===== src/rtl/prime_pkg.sv =====
// -----------------------------------------------------------------------------
// prime_pkg
// Shared definitions for the prime search sequencer and its sub-blocks:
//   - COUNTER_WIDTH / COUNTER_MAX : candidate width and search-limit clamp
//   - candidate_t                 : candidate / result value type
//   - state_t                     : sequencer FSM state encoding
// -----------------------------------------------------------------------------
package prime_pkg;

    localparam int unsigned COUNTER_WIDTH = 20;
    localparam int unsigned COUNTER_MAX   = 1000000;

    typedef logic [COUNTER_WIDTH-1:0] candidate_t;

    typedef enum logic [2:0] {
        ST_IDLE,
        ST_LOAD,
        ST_EVAL,
        ST_REQ,
        ST_DONE
    } state_t;

endpackage


===== src/rtl/prime_search_sequencer_if.sv =====
// -----------------------------------------------------------------------------
// prime_search_sequencer_if
// Link between the sequencer (master) and the prime counter bank (slave).
//   CounterLoad   : master -> bank, one-cycle reinitialise pulse
//   CounterEnable : master -> bank, all ones while a search is running
//   Candidate     : master -> bank, value under test, valid with CheckReq
//   CheckReq      : master -> bank, divisibility check request
//   CheckAck      : bank -> master, verdict available this cycle
//   Composite     : bank -> master, qualified by CheckAck
// -----------------------------------------------------------------------------
interface prime_search_sequencer_if #(
    parameter int NUM_COUNTERS  = 10,
    parameter int COUNTER_WIDTH = prime_pkg::COUNTER_WIDTH
);
    logic                     CounterLoad;
    logic [NUM_COUNTERS-1:0]  CounterEnable;
    logic [COUNTER_WIDTH-1:0] Candidate;
    logic                     CheckReq;
    logic                     CheckAck;
    logic                     Composite;

    modport master (
        output CounterLoad, CounterEnable, Candidate, CheckReq,
        input  CheckAck, Composite
    );

    modport slave (
        input  CounterLoad, CounterEnable, Candidate, CheckReq,
        output CheckAck, Composite
    );
endinterface


===== src/rtl/cycle_timer.sv =====
// -----------------------------------------------------------------------------
// cycle_timer
// Saturating up-counter with synchronous clear and count enable.
//   clk, Reset_n : clock, asynchronous active-low reset
//   i_clear      : zero the count (wins over i_enable)
//   i_enable     : count this cycle
//   o_count      : current count, sticks at all ones
// -----------------------------------------------------------------------------
module cycle_timer #(
    parameter int WIDTH = 32
) (
    input  logic             clk,
    input  logic             Reset_n,
    input  logic             i_clear,
    input  logic             i_enable,
    output logic [WIDTH-1:0] o_count
);

    logic [WIDTH-1:0] r_count;

    // NOTE: sequential state uses non-blocking assignments so every flop
    // samples pre-edge values regardless of process ordering.
    always_ff @(posedge clk or negedge Reset_n) begin
        if (!Reset_n) begin
            r_count <= '0;
        end else if (i_clear) begin
            r_count <= '0;
        end else if (i_enable && (r_count != {WIDTH{1'b1}})) begin
            r_count <= r_count + WIDTH'(1);
        end
    end

    assign o_count = r_count;

endmodule


===== src/rtl/prime_search_sequencer.sv =====
// -----------------------------------------------------------------------------
// prime_search_sequencer
// Walks a candidate down from the clamped limit, skipping evens locally and
// asking the counter bank about each odd one, to find the largest prime at or
// below PrimeSearchLimit.
//   clk, Reset_n     : clock, asynchronous active-low reset
//   Start, Abort     : begin a search (IDLE/DONE only) / cancel a running one
//   PrimeSearchLimit : upper bound, sampled when Start is accepted
//   bank             : master side of the counter bank link
//   Busy, Done       : search running / result valid (held until next Start)
//   Found            : a prime <= limit exists
//   LargestPrime     : result, 0 when Found is 0
//   CycleCount       : Busy cycles of the last search, saturating
// -----------------------------------------------------------------------------
module prime_search_sequencer #(
    parameter int NUM_COUNTERS  = 10,
    parameter int COUNTER_WIDTH = prime_pkg::COUNTER_WIDTH,
    parameter int COUNTER_MAX   = prime_pkg::COUNTER_MAX,
    parameter int TIMER_WIDTH   = 32
) (
    input  logic                      clk,
    input  logic                      Reset_n,
    input  logic                      Start,
    input  logic                      Abort,
    input  logic [COUNTER_WIDTH-1:0]  PrimeSearchLimit,
    prime_search_sequencer_if.master  bank,
    output logic                      Busy,
    output logic                      Done,
    output logic                      Found,
    output logic [COUNTER_WIDTH-1:0]  LargestPrime,
    output logic [TIMER_WIDTH-1:0]    CycleCount
);

    import prime_pkg::*;

    localparam logic [COUNTER_WIDTH-1:0] LP_MAX = COUNTER_WIDTH'(COUNTER_MAX);
    localparam logic [COUNTER_WIDTH-1:0] LP_TWO = COUNTER_WIDTH'(2);

    state_t                   r_state,     w_state_nxt;
    logic [COUNTER_WIDTH-1:0] r_candidate, w_candidate_nxt;
    logic [COUNTER_WIDTH-1:0] r_largest,   w_largest_nxt;
    logic                     r_done,      w_done_nxt;
    logic                     r_found,     w_found_nxt;
    logic                     r_busy,      w_busy_nxt;
    logic                     r_check_req, w_check_req_nxt;
    logic                     r_load,      w_load_nxt;
    logic                     w_timer_clr;
    logic                     w_active;

    assign w_active = (r_state == ST_LOAD) || (r_state == ST_EVAL) || (r_state == ST_REQ);

    // NOTE: every signal written here gets a default first, so no path can
    // leave one unassigned and infer a latch.
    always_comb begin
        w_state_nxt     = r_state;
        w_candidate_nxt = r_candidate;
        w_largest_nxt   = r_largest;
        w_done_nxt      = r_done;
        w_found_nxt     = r_found;
        w_timer_clr     = 1'b0;

        case (r_state)
            ST_IDLE, ST_DONE: begin
                if (Start) begin
                    w_state_nxt     = ST_LOAD;
                    w_candidate_nxt = (PrimeSearchLimit > LP_MAX) ? LP_MAX : PrimeSearchLimit;
                    w_largest_nxt   = '0;
                    w_done_nxt      = 1'b0;
                    w_found_nxt     = 1'b0;
                    w_timer_clr     = 1'b1;
                end
            end
            ST_LOAD: w_state_nxt = ST_EVAL;
            ST_EVAL: begin
                if (r_candidate < LP_TWO) begin
                    w_state_nxt   = ST_DONE;
                    w_done_nxt    = 1'b1;
                    w_found_nxt   = 1'b0;
                    w_largest_nxt = '0;
                end else if (r_candidate == LP_TWO) begin
                    w_state_nxt   = ST_DONE;
                    w_done_nxt    = 1'b1;
                    w_found_nxt   = 1'b1;
                    w_largest_nxt = LP_TWO;
                end else if (!r_candidate[0]) begin
                    w_candidate_nxt = r_candidate - COUNTER_WIDTH'(1);
                end else begin
                    w_state_nxt = ST_REQ;
                end
            end
            ST_REQ: begin
                if (bank.CheckAck) begin
                    if (!bank.Composite) begin
                        w_state_nxt   = ST_DONE;
                        w_done_nxt    = 1'b1;
                        w_found_nxt   = 1'b1;
                        w_largest_nxt = r_candidate;
                    end else begin
                        // Candidate is odd and >= 3 here, so this stays >= 1.
                        w_candidate_nxt = r_candidate - LP_TWO;
                        w_state_nxt     = ST_EVAL;
                    end
                end
            end
            default: w_state_nxt = ST_IDLE;
        endcase

        // Abort overrides whatever the active state decided.
        if (Abort && w_active) begin
            w_state_nxt     = ST_IDLE;
            w_candidate_nxt = r_candidate;
            w_largest_nxt   = '0;
            w_done_nxt      = 1'b0;
            w_found_nxt     = 1'b0;
        end

        // Moore outputs are decoded from the next state and registered so
        // they come straight off flops.
        w_busy_nxt      = (w_state_nxt == ST_LOAD) || (w_state_nxt == ST_EVAL) ||
                          (w_state_nxt == ST_REQ);
        w_check_req_nxt = (w_state_nxt == ST_REQ);
        w_load_nxt      = (w_state_nxt == ST_LOAD);
    end

    // NOTE: every register, datapath included, is cleared by the async reset
    // so outputs are defined immediately, before any clock edge.
    always_ff @(posedge clk or negedge Reset_n) begin
        if (!Reset_n) begin
            r_state     <= ST_IDLE;
            r_candidate <= '0;
            r_largest   <= '0;
            r_done      <= 1'b0;
            r_found     <= 1'b0;
            r_busy      <= 1'b0;
            r_check_req <= 1'b0;
            r_load      <= 1'b0;
        end else begin
            r_state     <= w_state_nxt;
            r_candidate <= w_candidate_nxt;
            r_largest   <= w_largest_nxt;
            r_done      <= w_done_nxt;
            r_found     <= w_found_nxt;
            r_busy      <= w_busy_nxt;
            r_check_req <= w_check_req_nxt;
            r_load      <= w_load_nxt;
        end
    end

    cycle_timer #(.WIDTH(TIMER_WIDTH)) u_cycle_timer (
        .clk      (clk),
        .Reset_n  (Reset_n),
        .i_clear  (w_timer_clr),
        .i_enable (r_busy),
        .o_count  (CycleCount)
    );

    assign bank.CounterLoad   = r_load;
    assign bank.CounterEnable = {NUM_COUNTERS{r_busy}};
    assign bank.Candidate     = r_candidate;
    assign bank.CheckReq      = r_check_req;

    assign Busy         = r_busy;
    assign Done         = r_done;
    assign Found        = r_found;
    assign LargestPrime = r_largest;

endmodule

===== src/flat_wrapper.sv =====
// flat-port wrapper written by rule: the top's interface ports become plain ports
module prime_search_sequencer_flat import prime_pkg::*;
#(
    parameter int NUM_COUNTERS  = 10,
    parameter int COUNTER_WIDTH = prime_pkg::COUNTER_WIDTH,
    parameter int COUNTER_MAX   = prime_pkg::COUNTER_MAX,
    parameter int TIMER_WIDTH   = 32
)
  (clk, Reset_n, Start, Abort, PrimeSearchLimit, Busy, Done, Found, LargestPrime, CycleCount, bank_CounterLoad, bank_CounterEnable, bank_Candidate, bank_CheckReq, bank_CheckAck, bank_Composite);
  prime_search_sequencer_if #(.NUM_COUNTERS(NUM_COUNTERS), .COUNTER_WIDTH(COUNTER_WIDTH)) bank_i ();
  input  logic clk;
  input  logic Reset_n;
  input  logic Start;
  input  logic Abort;
  input  logic [COUNTER_WIDTH-1:0] PrimeSearchLimit;
  output logic Busy;
  output logic Done;
  output logic Found;
  output logic [COUNTER_WIDTH-1:0] LargestPrime;
  output logic [TIMER_WIDTH-1:0] CycleCount;
  output wire logic [$bits(bank_i.CounterLoad)-1:0] bank_CounterLoad;
  output wire logic [$bits(bank_i.CounterEnable)-1:0] bank_CounterEnable;
  output wire logic [$bits(bank_i.Candidate)-1:0] bank_Candidate;
  output wire logic [$bits(bank_i.CheckReq)-1:0] bank_CheckReq;
  input wire logic [$bits(bank_i.CheckAck)-1:0] bank_CheckAck;
  input wire logic [$bits(bank_i.Composite)-1:0] bank_Composite;
  assign bank_CounterLoad = bank_i.CounterLoad;
  assign bank_CounterEnable = bank_i.CounterEnable;
  assign bank_Candidate = bank_i.Candidate;
  assign bank_CheckReq = bank_i.CheckReq;
  assign bank_i.CheckAck = bank_CheckAck;
  assign bank_i.Composite = bank_Composite;
  prime_search_sequencer #(.NUM_COUNTERS(NUM_COUNTERS), .COUNTER_WIDTH(COUNTER_WIDTH), .COUNTER_MAX(COUNTER_MAX), .TIMER_WIDTH(TIMER_WIDTH)) u_core (.clk(clk), .Reset_n(Reset_n), .Start(Start), .Abort(Abort), .PrimeSearchLimit(PrimeSearchLimit), .bank(bank_i), .Busy(Busy), .Done(Done), .Found(Found), .LargestPrime(LargestPrime), .CycleCount(CycleCount));
endmodule

===== config.mk =====
export PLATFORM = sky130hd
export DESIGN_NAME = prime_search_sequencer_flat
export DESIGN_NICKNAME = d
export VERILOG_FILES = /design/src/rtl/prime_pkg.sv /design/src/rtl/prime_search_sequencer_if.sv /design/src/rtl/cycle_timer.sv /design/src/rtl/prime_search_sequencer.sv /design/src/flat_wrapper.sv
export SDC_FILE = /design/constraint.sdc
export NUM_CORES = 1
export LEC_CHECK = 0
export ABC_AREA = 0
export CAP_MARGIN = 25
export CORE_UTILIZATION = 38
export CTS_CLUSTER_SIZE = 10
export DETAILED_ROUTE_END_ITERATION = 8
export HOLD_SLACK_MARGIN = 0.06
export PLACE_DENSITY = 0.66
export SLEW_MARGIN = 5
export SYNTH_ARGS = -nofsm -noshare
export SYNTH_HDL_FRONTEND = slang
export SYNTH_HIERARCHICAL = 1
export SYNTH_SLANG_ARGS = --single-unit

===== constraint.sdc =====
create_clock -name clk -period 2.6 [get_ports clk]
set_input_delay 0.78 -clock clk [delete_from_list [all_inputs] [get_ports clk]]
set_output_delay 0.78 -clock clk [all_outputs]
set_load 0.01 [all_outputs]

==> results.toml, run 1 <==
[outcome]
status = "complete, no violations"

[clock_tree]
cts_sinks = 80
clkTransAtPathRegs_ps = 60
cts_tree = "yes"
clockRootBuffer = "clkbuf_16"
cts_hold_buffers = 0
cts_inserted_buffers = 9
worstSkewPairLatency_ps = 340
htreeDepth = 3
clk_path_buf_depth = 2
cts_resized = 0
cts_setup_buffers = 0

[setup_path]
cp-end-kind = "flip-flop"
path_cells = "or4_4 -> or3_1 -> nor4_1 -> buf_4 -> a21oi_1 -> a32o_1"
worstSetupPathType = "flip-flop to flip-flop"
arrival_ps = 2800
worst-path-buf-inv = 1
critPathSlowestCell = "or4_4"
cp_max_fo = 6
max_stage_delay_ps = 620
crit_required_ps = 2830
cp-start-kind = "flip-flop"
crit_family = "simple AND/OR/NAND/NOR gates"

[cells_and_area]
design_area_um2 = 6460
area_delta_synth_final_pct = 39.4
n_antenna_cell = 0
stdcell_count = 775
nets = 657
final_layout_size_suffix_gt1_share_pct = 15.2

[global_routing]
gr-total-overflow = 0
antenna_found_initial = 0
grt_pass1_wl_um = 22400
track_usage_pct = 22.7
grt_max_degree = 42
grt_pass1_vias = 4396

[hold_path]
hold_path.class = "input pin to async pin"

[synth]
synth_most_common_cell = "dfrtp_1"
synth_common_cells = "dfrtp_1 (80), nor2_1 (52), a21oi_1 (28)"
synth-async-reset-ratio_pct = 100
yosysWarnings = 6
syn_nets = 518
ys_seq_area_share_pct = 43.2
synth_area_um2 = 4640
synthCells = 489
ys_ff_latch = 80
ys_types = 70
yosys.area.top_type_share_pct = 43.2
syn_area_per_cell_um2 = 9.48
synthTopCellsByArea = "dfrtp_1 (43%), nor2_1 (4.2%), a22o_1 (3.6%)"
ys.flop_type = "dfrtp_1"
synth.largest_area_cell = "dfrtp_1"
synth-edff-count = 0

[floorplanning]
die_area_um2 = 12600
initial_utilization_pct = 39.7
die_width_um = 112
num_rows = 39
core_area_um2 = 11700
die_h_um = 112
boundaryPins = 113

[timing]
drv_slew = 0
rsz0062_at_grt = "no"
finalClockSkew_ps = 5.25
worst_slew_pin_slew_ps = 690
setup_violations = 0
fmax_mhz = 388
timing.final.crit_share_pct = 99.0
tns_ps = 0
relSlewSlack_pct = 53.6
period_minus_slack_ps = 2570
hold_viol = 0
hold_slack_ps = 338

[power_and_ir_drop]
power_uw = 5760
p_clk_share_pct = 21.8
p_switching_uw = 2210
netSwitchingFraction_pct = 38.4
peakVddDrop_v = 0.000478
seqPwrFrac_pct = 29.8
p_int_uw = 3540
leakage_uw = 0.00268
combPwrFrac_pct = 48.4
power_density_nw_per_um2 = 891

[placement]
hpwl_um = 10100
place_inst = 760
place_congestion = 0.911
dpl-instance-area_um2 = 6170
port_buffers = 112

[drt]
first_iter_violations = 394
postRouteAntennaNets = 0
routedWlPerCell_um = 17.7
totalWireLength_um = 13700
drtPass1Iterations = 5
remaining_drc_errors = 0
num_vias = 4488
via_per_inst = 5.79

[flow_run]
drv_cap = 0
registers in the layout, indices dropped and copies added (netlist names):
name                          cells
u_core/LargestPrime              20
u_core/bank.Candidate            20
u_core/bank.CheckReq              1
u_core/Busy                       1
u_core/u_cycle_timer/o_count     32
u_core/r_state                    3
u_core/Done                       1
u_core/Found                      1
u_core/bank.CounterLoad           1
power groups by stage:
| stage | Combinational (uW) | Clock (uW) | Sequential [uW] |
|---|---|---|---|
| after floorplan | 1340 | 0 | 1860 |
| after global placement | 2720 | 0 | 1730 |
| after detailed placement | 2750 | 0 | 1730 |
| after CTS | 2770 | 1290 | 1710 |
| after global routing | 2990 | 1340 | 1750 |
| final | 2790 | 1250 | 1710 |
per-layer routing:
layer / wire, um / up-vias / track usage (%)
li1: - / 2098 / -
met1: 5960 / 2171 / 28.3
met2: 6490 / 199 / 37.9
met3: 1010 / 20 / 5.72
met4: 261 / 0 / 8.27
met5: 0 / - / 0
worst paths after layout:
check,from,endpoint,slack [ps],cells after the start
min,Reset_n,u_core/u_cycle_timer/o_count[5],340,1
max in group asynchronous,Reset_n,u_core/r_state[0],1720,2
min in group clk,u_core/Done,u_core/Done,480,1
max reg2reg,u_core/bank.Candidate[7],u_core/LargestPrime[1],30,6
min reg2reg,u_core/Done,u_core/Done,480,1
max,u_core/bank.Candidate[7],u_core/LargestPrime[1],30,6
cells by family after synthesis:
kind of cell    after synthesis  share of synthesized area [%]
simple gates                193                           23.3
compound gates              137                           21.8
flops                        80                           43.2
buf+inv                      52                           5.80
xor+xnor                     16                           3.02
mux                           8                           2.08
fa+ha+maj                     3                          0.810
per-stage QoR:
| stage | worst slack [ps] | utilization, % |
|---|---|---|
| after floorplan | 215 | - |
| after global placement | 6.70 | 52.9 |
| after detailed placement | -36.9 | 52.9 |
| after CTS | 64.2 | 55.4 |
| after global routing | 17.1 | 55.4 |
| final | 25.0 | 55.4 |
cell type report:
cell class	instances	area (um2)
Tap cell	143	179
Inverter	15	56.3
Fill cell	1066	5200
Sequential cell	80	2000
Clock buffer	11	243
Clock inverter	4	45.0
Multi-Input combinational cell	357	2370
Timing Repair Buffer	165	1570
layout by cell type, fill, tap and decap left out, drive strengths merged, types with 3 or more instances in the layout:
cell             n
a211oi           8
a21o             7
a21oi           29
a22o            19
a22oi            3
a31o             3
a31oi           10
and2             6
and3             9
buf             54
clkbuf          11
clkdlybuf4s50  111
clkinv           3
dfrtp           80
ha               3
inv             15
mux2             7
nand2           22
nand2b           6
nand3           23
nand4            9
nor2            53
nor2b           10
nor3            12
nor4            16
o211ai           5
o21ai           14
o2bb2ai          4
o31ai           15
o41ai            4
or3             11
or4              6
xnor2           11
xor2             5
Note: power is estimated with default switching activity, not from simulation.
==> inputs of run 2 (changes only) <==
- CTS_CLUSTER_DIAMETER: default -> 150
- MAX_ROUTING_LAYER: default -> met4
==> results.toml, run 2 (synthesis results as in run 1) <==
[drt]
route.met3.wl_um = 755
via_per_inst = 5.70
maxUsedRoutingLayer = "met4"
drtPass1Iterations = 5
remaining_drc_errors = 0
routedWlPerCell_um = 17.8
wl_met1_um = 6150
totalWireLength_um = 13800
wl_met2_um = 6700
num_vias = 4419
first_iter_violations = 326
postRouteAntennaNets = 0

[clock_tree]
clkTransAtPathRegs_ps = 60
cts_inserted_buffers = 9
clockRootBuffer = "clkbuf_16"
cts_sinks = 80
cts_setup_buffers = 0
cts_tree = "yes"
htreeDepth = 3
worstSkewPairLatency_ps = 340
clk_path_buf_depth = 2

[power_and_ir_drop]
peakVddDrop_v = 0.000507
seqPwrFrac_pct = 29.3
combPwrFrac_pct = 47.1
p_switching_uw = 2220
netSwitchingFraction_pct = 37.9
p_int_uw = 3640
p_clk_share_pct = 23.6
leakage_uw = 0.00268
power_density_nw_per_um2 = 906

[timing]
fmax_mhz = 408
worst_slew_pin_slew_ps = 776
rsz0062_at_grt = "no"
period_minus_slack_ps = 2450
relSlewSlack_pct = 47.8
setup_violations = 0
hold_viol = 0
hold_slack_ps = 414
tns_ps = 0
drv_slew = 0
timing.final.crit_share_pct = 94.2
finalClockSkew_ps = 4.49

[cells_and_area]
area_delta_synth_final_pct = 39.4
final_layout_size_suffix_gt1_share_pct = 15.0
nets = 656
n_antenna_cell = 0
largest_reg_flops = 32
final_common_cell = "clkdlybuf4s50_1"
fillCellCount = 1059
layout_common_cells = "clkdlybuf4s50_1 (111), dfrtp_1 (80), nor2_1 (52)"

[floorplanning]
die_width_um = 112
die_h_um = 112
die_area_um2 = 12600
boundaryPins = 113
num_rows = 39
core_area_um2 = 11700
initial_utilization_pct = 39.7

[setup_path]
cp_max_fo = 12
arrival_ps = 2670
critPathSlowestCell = "or4_4"
cp-end-kind = "flip-flop"
cp-start-kind = "flip-flop"
path_cells = "or4_4 -> a2111oi_4 -> a21oi_2 -> a31o_1 -> buf_4 -> a22o_1"
worst-path-buf-inv = 1
crit_required_ps = 2820
worstSetupPathType = "flip-flop to flip-flop"
max_stage_delay_ps = 600
crit_family = "compound AO/OA/AOI/OAI gates"

[global_routing]
gr-total-overflow = 0
grt_max_degree = 41
antenna_found_initial = 0
track_usage_pct = 23.6
grt_pass1_wl_um = 22600
grt_pass1_vias = 4425

[placement]
port_buffers = 112
place_congestion = 0.904
hpwl_um = 10400

[hold_path]
hold_path.class = "input pin to async pin"

[flow_run]
drv_cap = 0

[outcome]
status = "complete, no violations"
-- run 2: final timing paths --
kind	start	endpoint	slack, ps	cells after the start
worst min register to register	u_core/Done	u_core/Done	480	1
worst max register to register	u_core/bank.Candidate[11]	u_core/LargestPrime[14]	150	6
worst max-delay path	u_core/bank.Candidate[11]	u_core/LargestPrime[14]	150	6
min in group clk	u_core/Done	u_core/Done	480	1
worst min-delay path	Reset_n	u_core/u_cycle_timer/o_count[29]	410	1
max in group asynchronous	Reset_n	u_core/u_cycle_timer/o_count[21]	1530	2
-- run 2: cell type report --
class                   count  area (um2)  share of cell area, %
well taps                 143         179                   2.77
clock inverters             4        76.3                   1.18
multi-input cells         357        2370                   36.7
inverters                  15        56.3                  0.871
flip-flops and latches     80        2000                   31.0
clock buffers              12         246                   3.81
repair buffers            164        1530                   23.7
-- run 2: routing by layer --
| layer | up-vias | GRT usage [%] |
|---|---|---|
| met3 | 13 | 4.81 |
| met2 | 157 | 38.3 |
| met5 | - | - |
| met4 | 0 | 7.20 |
| met1 | 2150 | 29.7 |
| li1 | 2099 | - |
-- run 2: repair_timing --
item / CTS / global route
gates resized for setup: 0 / 1
hold buffers: 0 / 0
setup endpoints to repair: 0 / 2
-- run 2: power by group through the flow --
stage	Sequential [uW]	Clock, uW	Combinational [uW]
global placement	1730	0	2690
CTS	1720	1420	2760
floorplan	1860	0	1340
global route	1750	1470	2970
detailed placement	1740	0	2740
finish	1720	1380	2750
-- run 2: metrics by stage --
stage	power (uW)	cells	instance area, um2	setup slack [ps]	util, %
CTS	5890	775	6460	87.1	55.4
floorplan	3200	489	4640	215	-
finish	5850	775	6460	150	55.4
global placement	4420	759	6140	-43.3	52.6
global route	6180	775	6460	28.4	55.4
detailed placement	4480	759	6140	-105	52.6
==> inputs of run 3 (changes only) <==
- CTS_CLUSTER_SIZE: 10 -> 25
- GPL_TIMING_DRIVEN: default -> 0
==> results.toml, run 3 (synthesis results as in run 1) <==
[global_routing]
grt_pass1_wl_um = 21900
antenna_found_initial = 0
track_usage_pct = 22.8
gr-total-overflow = 0
grt_max_degree = 63
grt_pass1_vias = 4315

[clock_tree]
clockRootBuffer = "clkbuf_16"
cts_tree = "yes"
worstSkewPairLatency_ps = 330
cts_setup_buffers = 0
clkTransAtPathRegs_ps = 60
cts_hold_buffers = 0
clk_path_buf_depth = 2
cts_sinks = 80
cts_inserted_buffers = 9
htreeDepth = 3

[setup_path]
rr_startpoint = "u_core/bank.Candidate[2]"
cp-start-kind = "input pin"
reg2reg_slack_ps = 110
worstSetupPathType = "input pin to flip-flop"
timing.rr.end = "u_core/bank.Candidate[13]"
r2r.worst_path.cells = 8
crit_required_ps = 2810
cp-end-kind = "flip-flop"
arrival_ps = 2750
cp_max_fo = 10

[floorplanning]
die_h_um = 112
die_width_um = 112
die_area_um2 = 12600
boundaryPins = 113
num_rows = 39
initial_utilization_pct = 39.7
core_area_um2 = 11700

[power_and_ir_drop]
power_density_nw_per_um2 = 897
leakage_uw = 0.00256
power_uw = 5660
peakVddDrop_v = 0.000523

[drt]
drtPass1Iterations = 6
first_iter_violations = 303
num_vias = 4449
routedWlPerCell_um = 17.9
via_per_inst = 5.85
remaining_drc_errors = 0
totalWireLength_um = 13600
postRouteAntennaNets = 0

[timing]
hold_viol = 0
hold_slack_ps = 318
period_minus_slack_ps = 2530
finalClockSkew_ps = 5.17
fmax_mhz = 395
drv_slew = 0
timing.final.crit_share_pct = 97.4
worst_slew_pin_slew_ps = 728
setup_violations = 0
relSlewSlack_pct = 51.1
tns_ps = 0

[placement]
port_buffers = 112
place_congestion = 0.946
hpwl_um = 9920

[outcome]
status = "complete, no violations"

[cells_and_area]
n_antenna_cell = 0
layout_common_cells = "clkdlybuf4s50_1 (111), dfrtp_1 (78), nor2_1 (51)"
final_util_pct = 54.1
final_layout_size_suffix_gt1_share_pct = 12.5
largest_reg_flops = 32
fillCellCount = 1053
nets = 642
final_common_cell = "clkdlybuf4s50_1"
area_delta_synth_final_pct = 36.2

[hold_path]
hold_path.class = "input pin to async pin"

[flow_run]
drv_cap = 0
## run 3: cell count changes in the layout (fill, tap and decap cells not counted), moves of 3 or more
cell,delta
clkbuf_1,+12
buf_2,+6
buf_4,-38
clkbuf_2,+4
buf_6,+3
## run 3: repair_timing
item,in CTS,in global routing
resized for setup,6,10
setup endpoints to repair,29,38
pin swaps,0,1
hold endpoints to repair,0,0
cloned,0,0
## run 3: per-layer routing
| metal | share of wire, % | track usage (%) |
|---|---|---|
| met2 | 47 | 36.2 |
| met3 | 7.4 | 4.43 |
| met4 | 2.4 | 8.00 |
| met5 | 0 | - |
| met1 | 43 | 29.2 |
## run 3: layout make-up
| class | count | area [um2] | area share, % |
|---|---|---|---|
| multi-input cells | 357 | 2410 | 38.1 |
| inverters | 15 | 56.3 | 0.892 |
| flip-flops and latches | 80 | 2000 | 31.8 |
| clock buffers | 13 | 260 | 4.12 |
| clock inverters | 3 | 40.0 | 0.634 |
| repair buffers | 113 | 1150 | 18.2 |
| plain buffers | 37 | 219 | 3.47 |
| well taps | 143 | 179 | 2.83 |
## run 3: where the power goes
part           internal (uW)  switching [uW]  total [uW]
Combinational           1190            1310        2500
Sequential              1470             408        1880
Clock                    794             494        1290
Total                   3450            2210        5660
## run 3: metrics by stage
step	cells	worst slack, ps	instance area, um2
final	761	66.4	6310
after global routing	761	-6.67	6310
after detailed placement	745	-779	5960
after global placement	744	-2110	5940
after floorplan	489	215	4640
after CTS	761	18.8	6280
## run 3: how the worst max path moves through the flow
stage,to,from,cells past startpoint
2_1_floorplan,u_core/bank.Candidate[19],u_core/bank.Candidate[1],8
3_3_place_gp,u_core/LargestPrime[18],Reset_n,1
3_5_place_dp,u_core/bank.Candidate[17],Abort,7
4_1_cts,u_core/bank.Candidate[13],PrimeSearchLimit[15],7
5_1_grt,u_core/bank.Candidate[15],u_core/bank.Candidate[2],8
6_report,u_core/bank.Candidate[17],Abort,7
## run 3: worst max-delay path, stage by stage
cell	delay (ps)
clkdlybuf4s50_1	490
nor2_2	270
o21bai_1	180
a221oi_4	390
clkbuf_2	330
o211ai_1	150
o2bb2ai_1	160
